<file path="config.mk">
export PLATFORM = sky130hd
export DESIGN_NAME = alu_sequencer
export DESIGN_NICKNAME = d
export VERILOG_FILES = /design/src/rtl/alu_sequencer.sv
export SDC_FILE = /design/constraint.sdc
export NUM_CORES = 1
export LEC_CHECK = 0
export ABC_AREA = 1
export CAP_MARGIN = 15
export CORE_ASPECT_RATIO = 1.25
export CORE_MARGIN = 3
export CORE_UTILIZATION = 44
export DETAILED_ROUTE_END_ITERATION = 8
export GPL_TIMING_DRIVEN = 0
export PLACE_DENSITY_LB_ADDON = 0.15
export SETUP_SLACK_MARGIN = 0.4
export SYNTH_ARGS = -nofsm -noshare
export SYNTH_HDL_FRONTEND = slang
export SYNTH_SLANG_ARGS = --single-unit
</file>
<file path="constraint.sdc">
create_clock -name clk -period 2.5 [get_ports clk]
set_clock_uncertainty 0.05 [all_clocks]
set_input_delay 0.5 -clock clk [delete_from_list [all_inputs] [get_ports clk]]
set_output_delay 0.5 -clock clk [all_outputs]
set_load 0.03 [all_outputs]
</file>
<file path="src/rtl/alu_sequencer.sv">
// rtl/alu_sequencer.sv - round-robin sequencer feeding a shared ALU through registered operands
module alu_sequencer #(
   parameter int WIDTH       = 32,
   parameter int OPW         = 4,
   parameter int EXEC_CYCLES = 1
) (
   input  logic             clk,
   input  logic             reset,
   input  logic             req0_valid,
   output logic             req0_ready,
   input  logic [WIDTH-1:0] req0_src1,
   input  logic [WIDTH-1:0] req0_src2,
   input  logic [OPW-1:0]   req0_op,
   input  logic             req1_valid,
   output logic             req1_ready,
   input  logic [WIDTH-1:0] req1_src1,
   input  logic [WIDTH-1:0] req1_src2,
   input  logic [OPW-1:0]   req1_op,
   output logic [WIDTH-1:0] alu_src1,
   output logic [WIDTH-1:0] alu_src2,
   output logic [OPW-1:0]   alu_op,
   input  logic [WIDTH-1:0] alu_result,
   output logic             rsp_valid,
   input  logic             rsp_ready,
   output logic [WIDTH-1:0] rsp_data,
   output logic             rsp_id,
   output logic             busy
);

   typedef enum logic [1:0] {IDLE, EXEC, RESP} state_t;

   localparam logic [3:0] CNT_INIT = 4'(EXEC_CYCLES - 1);

   state_t     state;
   logic       last_grant;
   logic       grant_id;
   logic [3:0] cnt;
   logic       grant0;
   logic       grant1;

   // On a tie the requester not granted last wins; ready is gated off while reset is held.
   assign grant0 = reset && (state == IDLE) && req0_valid && (!req1_valid || last_grant);
   assign grant1 = reset && (state == IDLE) && req1_valid && (!req0_valid || !last_grant);

   assign req0_ready = grant0;
   assign req1_ready = grant1;

   always_ff @(posedge clk or negedge reset) begin
      if (!reset) begin
         state      <= IDLE;
         last_grant <= 1'b1;
         grant_id   <= 1'b0;
         cnt        <= 4'd0;
         alu_src1   <= '0;
         alu_src2   <= '0;
         alu_op     <= '0;
         rsp_data   <= '0;
         rsp_id     <= 1'b0;
         rsp_valid  <= 1'b0;
         busy       <= 1'b0;
      end else begin
         case (state)
            IDLE: begin
               if (grant0 || grant1) begin
                  alu_src1   <= grant1 ? req1_src1 : req0_src1;
                  alu_src2   <= grant1 ? req1_src2 : req0_src2;
                  alu_op     <= grant1 ? req1_op : req0_op;
                  grant_id   <= grant1;
                  last_grant <= grant1;
                  cnt        <= CNT_INIT;
                  busy       <= 1'b1;
                  state      <= EXEC;
               end
            end
            EXEC: begin
               if (cnt == 4'd0) begin
                  rsp_data  <= alu_result;
                  rsp_id    <= grant_id;
                  rsp_valid <= 1'b1;
                  state     <= RESP;
               end else begin
                  cnt <= cnt - 4'd1;
               end
            end
            RESP: begin
               if (rsp_ready) begin
                  rsp_valid <= 1'b0;
                  busy      <= 1'b0;
                  state     <= IDLE;
               end
            end
            default: state <= IDLE;
         endcase
      end
   end

endmodule

</file>
==> impl_metrics.py, run 1 <==
metrics = {
    "run_status": {
        "outcome": "complete, no violations",
    },
    "sta": {
        "hold_ws_ns": 0.0482,
        "rsz0062_at_grt": "no",
        "setup_viol": 0,
        "setup_tns_ns": 0,
        "hold_violations": 0,
        "fin_crit_ns": 2.06,
        "drv_slew": 0,
        "relSlewSlack_pct": 67.2,
        "worstMarginPinSlew_ns": 0.492,
        "fin_crit_sh_pct": 82.2,
        "fmax_mhz": 486,
    },
    "yosys": {
        "syn_avg_cell_area_um2": 7.15,
        "synthCells": 778,
        "synth.top_cells.by_count": "nand2_1, inv_1, dfrtp_1, nand3_1, o21ai_0",
        "synth_area_leaders": "dfrtp_1, nand2_1, inv_1, nand3_1, o21ai_0",
        "synth_most_common_cell": "nand2_1",
        "synth_edf_count": 0,
        "yosysSeqAreaShare_pct": 49.9,
        "synth-seq-cells": 111,
        "ys.flop_type": "dfrtp_1",
        "yosys.area.top_type": "dfrtp_1",
        "synth_nets": 953,
        "synth.cell_area_um2": 5560,
        "async_reset_ff_share_pct": 100,
        "yosysWarnings": 0,
        "synth_top_area_share_pct": 49.5,
        "synth.distinct_cells": 23,
    },
    "worst_setup_path": {
        "end_kind": "primary output",
        "cpMostUsedCell": "nand2_2",
        "worstPathArrival_ns": 1.51,
        "worstSetupPathType": "input pin to primary output",
        "critPathSlowestCell": "clkdlybuf4s50_1",
        "cp_slowest_stage_delay_ns": 0.44,
        "required_ns": 1.95,
        "worstPathMaxFanout": 10,
        "cp_cell_sequence": "clkdlybuf4s50_1 -> nand2_2 -> nand2_2 -> nor2_8 -> buf_8 -> buf_6",
        "start_kind": "input pin",
    },
    "grt": {
        "grt_antenna_before_repair": 1,
        "grt-ovfl-total": 0,
        "grt_pass1_wl_mm": 27.1,
        "grt_use_total_pct": 24.1,
        "grt_pass1_vias": 5267,
        "grt_max_degree": 44,
    },
    "power_and_ir_drop": {
        "peakVddDrop_uv": 543,
        "p_total_uw": 10500,
        "power_density_nw_per_um2": 1160,
        "swShare_pct": 42.6,
        "clkPwrFrac_pct": 17.0,
        "power.leakage_uw": 0.00494,
        "seq_power_share_pct": 29.7,
        "combPwrFrac_pct": 53.4,
        "internal_power_uw": 6040,
        "p_sw_uw": 4480,
    },
    "detailed_routing": {
        "drc": 0,
        "wl_per_cell_um": 13.5,
        "drt_iter0_drc": 296,
        "ant_nets": 0,
        "dr.pass1.iters": 4,
        "num_vias": 5588,
        "drt_wl_total_mm": 16.7,
        "viasPerCell": 4.50,
    },
    "clocking": {
        "htreeDepth": 3,
        "clk_pin_slew_worst_paths_ns": 0.08,
        "clockBufferDepth": 2,
        "cts_tree": "done",
        "clock_latency_ns": 0.34,
        "cts.sinks": 111,
        "numCtsBuffers": 9,
        "root_buffer": "clkbuf_16",
    },
    "final_layout": {
        "multi_input_area_um2": 1930,
        "final_util_pct": 73.9,
        "fillers": 1004,
        "final_cell_area_um2": 9070,
        "register_area_um2": 2780,
        "final_layout_size_suffix_gt1_share_pct": 5.66,
        "syn_to_final_growth_pct": 63.1,
        "nNetsFinal": 1247,
    },
    "hold_path": {
        "hp-class": "input pin to asynchronous set/reset pin",
    },
    "die": {
        "num_rows": 45,
        "die_w_um": 107,
        "die_h_um": 132,
        "start_util_pct": 45.3,
        "die_area_um2": 14000,
        "io_pins": 278,
        "core_um2": 12300,
    },
    "place": {
        "post_dp_cell_area_um2": 8570,
        "io_buffer_count": 277,
        "post-dp-hpwl_mm": 12.5,
        "gp_congestion": 0.803,
    },
    "flow_run": {
        "maxCapViolations": 0,
    },
}
cell type report:
| type | count | area share, % |
|---|---|---|
| Inverter | 180 | 7.45 |
| Tap cell | 164 | 2.26 |
| Timing Repair Buffer | 283 | 32.0 |
| Clock buffer | 10 | 2.63 |
| Antenna cell | 1 | 0.0276 |
| Clock inverter | 6 | 1.52 |
| Sequential cell | 111 | 30.6 |
| Buffer | 35 | 2.15 |
| Multi-Input combinational cell | 452 | 21.3 |
path summary, 6_finish.rpt:
| path | slack (ns) | from | endpoint | depth (start not counted) |
|---|---|---|---|---|
| worst max-delay path | 0.44 | req0_valid | req1_ready | 6 |
| worst min-delay path | 0.05 | reset | alu_op[1]$_DFFE_PN0P_ | 2 |
| worst max register to register | 0.75 | state[0]$_DFFE_PN0P_ | alu_src1[29]$_DFFE_PN0P_ | 9 |
| worst min register to register | 0.43 | alu_src1[11]$_DFFE_PN0P_ | alu_src1[11]$_DFFE_PN0P_ | 2 |
| max in group asynchronous | 1.98 | reset | alu_src1[22]$_DFFE_PN0P_ | 2 |
| min in group clk | 0.43 | alu_src1[11]$_DFFE_PN0P_ | alu_src1[11]$_DFFE_PN0P_ | 2 |
worst max-delay path, delay by kind of cell:
| family | cells | cell delay, ns |
|---|---|---|
| and+or+nand+nor | 3 | 0.29 |
| buffers and inverters | 3 | 0.72 |
per-layer routing:
| metal | routed length [µm] | global-route usage, % | part of all wire, % |
|---|---|---|---|
| met5 | 0 | 0 | 0 |
| met4 | 480 | 8.53 | 2.9 |
| met3 | 1300 | 6.34 | 7.8 |
| met2 | 8370 | 41.0 | 50 |
| met1 | 6560 | 29.5 | 39 |
metrics by stage:
step	setup WS (ns)	instances
4_1_cts	0.392	1240
6_report	0.444	1242
3_3_place_gp	-4.53	1219
3_5_place_dp	-0.574	1220
2_1_floorplan	0.821	778
5_1_grt	0.411	1242
sequential cells by signal (all words and copies together) (netlist names):
register	flops
alu_op	4
alu_src1	32
alu_src2	32
busy	1
cnt	4
grant_id	1
last_grant	1
rsp_data	32
rsp_id	1
rsp_valid	1
state	2
cell usage in the layout, fill, tap and decap left out, types with 2 or more instances in the layout:
master,count
inv_6,2
buf_2,18
inv_1,179
dfrtp_1,110
clkdlybuf4s50_1,273
buf_6,4
nand2_1,322
buf_4,5
nor2_4,3
clkbuf_1,11
buf_8,2
nor2_1,4
ha_1,2
bufinv_16,4
nand3_1,74
nand2_2,3
o21ai_0,37
clkbuf_16,9
bufbuf_16,2
cells by family (layout without fill, tap and decap cells):
logic type,count (synthesis),count (layout),synth area share (%)
fa+ha+maj,2,2,0.450
other cells,0,1,0
compound gates,38,38,3.46
simple gates,411,411,30.5
flops,111,111,49.9
xor+xnor,1,1,0.157
buf+inv,215,514,15.5
power groups by stage:
stage	Clock, µW	Combinational, µW	Sequential (µW)
after floorplan	0	1530	4710
after global placement	0	5520	3120
after detailed placement	0	5600	3140
after CTS	1800	5660	3120
after global routing	1900	6060	3240
final	1790	5610	3120
repair_timing:
item                                    4_1_cts  5_1_grt
resized for setup                            18        3
hold buffers                                  1        0
setup buffers                                 1        1
endpoints found under the hold margin        26        0
pin swaps                                     1        1
gates cloned                                  2        0
endpoints found under the setup margin       25        2
Note: power is estimated with default switching activity, not from simulation.
==> run 2, diff against run 1 <==
--- a/config.mk
+++ b/config.mk
@@ -9,7 +9,7 @@
 export CAP_MARGIN = 15
 export CORE_ASPECT_RATIO = 1.25
 export CORE_MARGIN = 3
-export CORE_UTILIZATION = 44
+export CORE_UTILIZATION = 37
 export DETAILED_ROUTE_END_ITERATION = 8
 export GPL_TIMING_DRIVEN = 0
 export PLACE_DENSITY_LB_ADDON = 0.15
==> constraint.sdc (replaced) <==
create_clock -name clk -period 1.67 [get_ports clk]
set_clock_uncertainty 0.05 [all_clocks]
set_input_delay 0.334 -clock clk [delete_from_list [all_inputs] [get_ports clk]]
set_output_delay 0.334 -clock clk [all_outputs]
set_load 0.03 [all_outputs]
==> run 2 against run 1 <==
Compared with the run above:
- the run now ends with negative hold slack, negative setup slack left
- worst hold slack got worse by 0.26 ns
- via count is 7.9% higher
- critical path depth fell by 1
- global-route usage decreased by 2.4 points
- routed wire length is 14% higher
- combinational power is 100% higher
- clock power up 22%
- first-iteration DRC count decreased by 5.1%
- setup slack got worse by 0.56 ns
- non-clock buffer count increased by 92
- clock-buffer cell count did not move
- core utilization shrank 0.31 points
- critical endpoint unchanged
- largest cell class unchanged
- highest routed layer is now met5
==> impl_metrics.py, run 2 (synthesized netlist as in run 1, its figures left out) <==
metrics = {
    "final_layout": {
        "nNetsFinal": 1339,
        "final_cell_area_um2": 10700,
        "final_layout_size_suffix_gt1_share_pct": 29.7,
        "mostFrequentLayoutCell": "nand2_1",
        "insertedDiodeCount": 0,
        "syn_to_final_growth_pct": 92.3,
        "top_regs": "alu_src1 x32, alu_src2 x32, rsp_data x32",
        "final_cell_mix": "nand2_1, inv_1, clkdlybuf4s50_1",
    },
    "grt": {
        "grt_max_degree": 42,
        "grt_pass1_vias": 5747,
        "gr-usage-met1_pct": 24.6,
        "met3_usage_pct": 5.77,
        "grt_antenna_before_repair": 1,
        "grt_use_met2_pct": 39.3,
        "grt_use_total_pct": 21.7,
        "grt.busiest_layer": "met2",
        "grt-ovfl-total": 0,
        "grt_pass1_wl_mm": 28.2,
    },
    "detailed_routing": {
        "num_vias": 6028,
        "drt_wl_total_mm": 19.1,
        "ant_nets": 0,
        "dr.pass1.iters": 4,
        "viasPerCell": 4.48,
        "drc": 0,
        "drt_iter0_drc": 281,
        "wl_per_cell_um": 14.2,
    },
    "run_status": {
        "outcome": "complete, but fails checks",
        "failed_checks": "negative hold slack, negative setup slack",
    },
    "sta": {
        "setup_viol": 3,
        "fmax_mhz": 559,
        "rsz0062_at_grt": "yes",
        "worstMarginPinSlew_ns": 0.291,
        "setup_slack_ns": -0.118,
        "drv_slew": 0,
        "fin_crit_ns": 1.79,
        "hold_ws_ns": -0.211,
        "hold_violations": 31,
        "fin_crit_sh_pct": 107,
        "relSlewSlack_pct": 80.6,
    },
    "worst_setup_path": {
        "rrSetupSlack_ns": 0,
        "end_kind": "primary output",
        "worstPathArrival_ns": 1.40,
        "start_kind": "register",
        "required_ns": 1.29,
        "reg2regPathDepth": 10,
        "worstSetupPathType": "register to primary output",
        "worstPathMaxFanout": 2,
    },
    "die": {
        "die_w_um": 116,
        "die_h_um": 143,
        "die_area_um2": 16600,
        "io_pins": 278,
        "start_util_pct": 38.3,
        "num_rows": 49,
        "core_um2": 14500,
    },
    "power_and_ir_drop": {
        "seq_power_share_pct": 26.8,
        "p_sw_uw": 7820,
        "power.leakage_uw": 0.00593,
        "combPwrFrac_pct": 61.3,
        "swShare_pct": 42.3,
        "internal_power_uw": 10700,
        "clkPwrFrac_pct": 11.8,
        "peakVddDrop_uv": 908,
        "power_density_nw_per_um2": 1730,
    },
    "place": {
        "post-dp-hpwl_mm": 12.7,
        "io_buffer_count": 277,
        "post_dp_cell_area_um2": 8650,
        "pre_cts_slack_ns": -0.966,
        "gp_congestion": 0.795,
    },
    "clocking": {
        "cts.sinks": 111,
        "cts_tree": "done",
        "root_buffer": "clkbuf_16",
        "htreeDepth": 3,
        "numCtsBuffers": 9,
        "clockBufferDepth": 2,
        "clock_latency_ns": 0.36,
        "clk_pin_slew_worst_paths_ns": 0.09,
    },
    "hold_path": {
        "hp-class": "input pin to asynchronous set/reset pin",
    },
    "flow_run": {
        "maxCapViolations": 0,
    },
}
-- run 2: metrics by stage --
step	setup TNS, ns	power, µW	instances	utilization (%)	hold WS (ns)
after floorplan	0	9460	778	-	-0.0116
after global placement	-892.31	13100	1233	59.4	0.402
after detailed placement	-48.51	13200	1234	59.6	0.187
after CTS	-0.245	17700	1307	70.6	-0.223
after global routing	-2.27	19500	1347	73.6	-0.208
final	-0.236	18500	1347	73.6	-0.211
-- run 2: path summary, 6_finish.rpt --
path                                     startpoint                  endpoint
setup / recovery             last_grant$_DFFE_PN1P_                req1_ready
hold / removal                                reset  alu_src1[29]$_DFFE_PN0P_
setup reg to reg             last_grant$_DFFE_PN1P_  alu_src1[18]$_DFFE_PN0P_
hold reg to reg            alu_src2[25]$_DFFE_PN0P_  alu_src2[25]$_DFFE_PN0P_
max in group asynchronous                     reset      state[0]$_DFFE_PN0P_
min in group clk           alu_src2[25]$_DFFE_PN0P_  alu_src2[25]$_DFFE_PN0P_
-- run 2: power groups by stage --
| stage | Sequential, µW | Combinational [µW] | Clock, µW |
|---|---|---|---|
| 2_1_floorplan | 7070 | 2390 | 0 |
| 3_3_place_gp | 4670 | 8430 | 0 |
| 3_5_place_dp | 4700 | 8530 | 0 |
| 4_1_cts | 4940 | 10500 | 2240 |
| 5_1_grt | 5080 | 12100 | 2350 |
| 6_report | 4960 | 11300 | 2190 |
-- run 2: timing repair --
item / in CTS / in global routing
cloned: 13 / 2
hold endpoints to repair: 31 / 31
setup endpoints to repair: 216 / 216
setup buffers: 44 / 38
pin swaps: 34 / 8
resized for setup: 929 / 43
-- run 2: cell type report --
cell class	count	area, µm²
clock inverter	6	58.8
timing repair buffer	375	4000
clock buffer	10	239
inverter	180	681
multi-input combinational	452	2260
buffer	35	463
fill	1121	3830
tap	178	223
sequential	111	2780
-- run 2: routing by layer --
metal	share of wire (%)	up-vias
met5	0.084	-
met4	2.4	2
met3	7.1	30
met2	53	191
met1	38	2770
li1	-	3035
-- run 2: critical path, stage by stage, from the launching register on --
cell and delay [ns]:
dfstp_2 0.56, nand2_2 0.09, nand2_4 0.10, nor2_8 0.05
buf_8 0.12, buf_6 0.13
==> run 3, diff against run 2 <==
--- a/config.mk
+++ b/config.mk
@@ -12,6 +12,7 @@
 export CORE_UTILIZATION = 37
 export DETAILED_ROUTE_END_ITERATION = 8
 export GPL_TIMING_DRIVEN = 0
+export HOLD_SLACK_MARGIN = 0.08
 export PLACE_DENSITY_LB_ADDON = 0.15
 export SETUP_SLACK_MARGIN = 0.4
 export SYNTH_ARGS = -nofsm -noshare
==> results of run 3 <==
Final layout, timing and power as in run 2 (identical DEF).
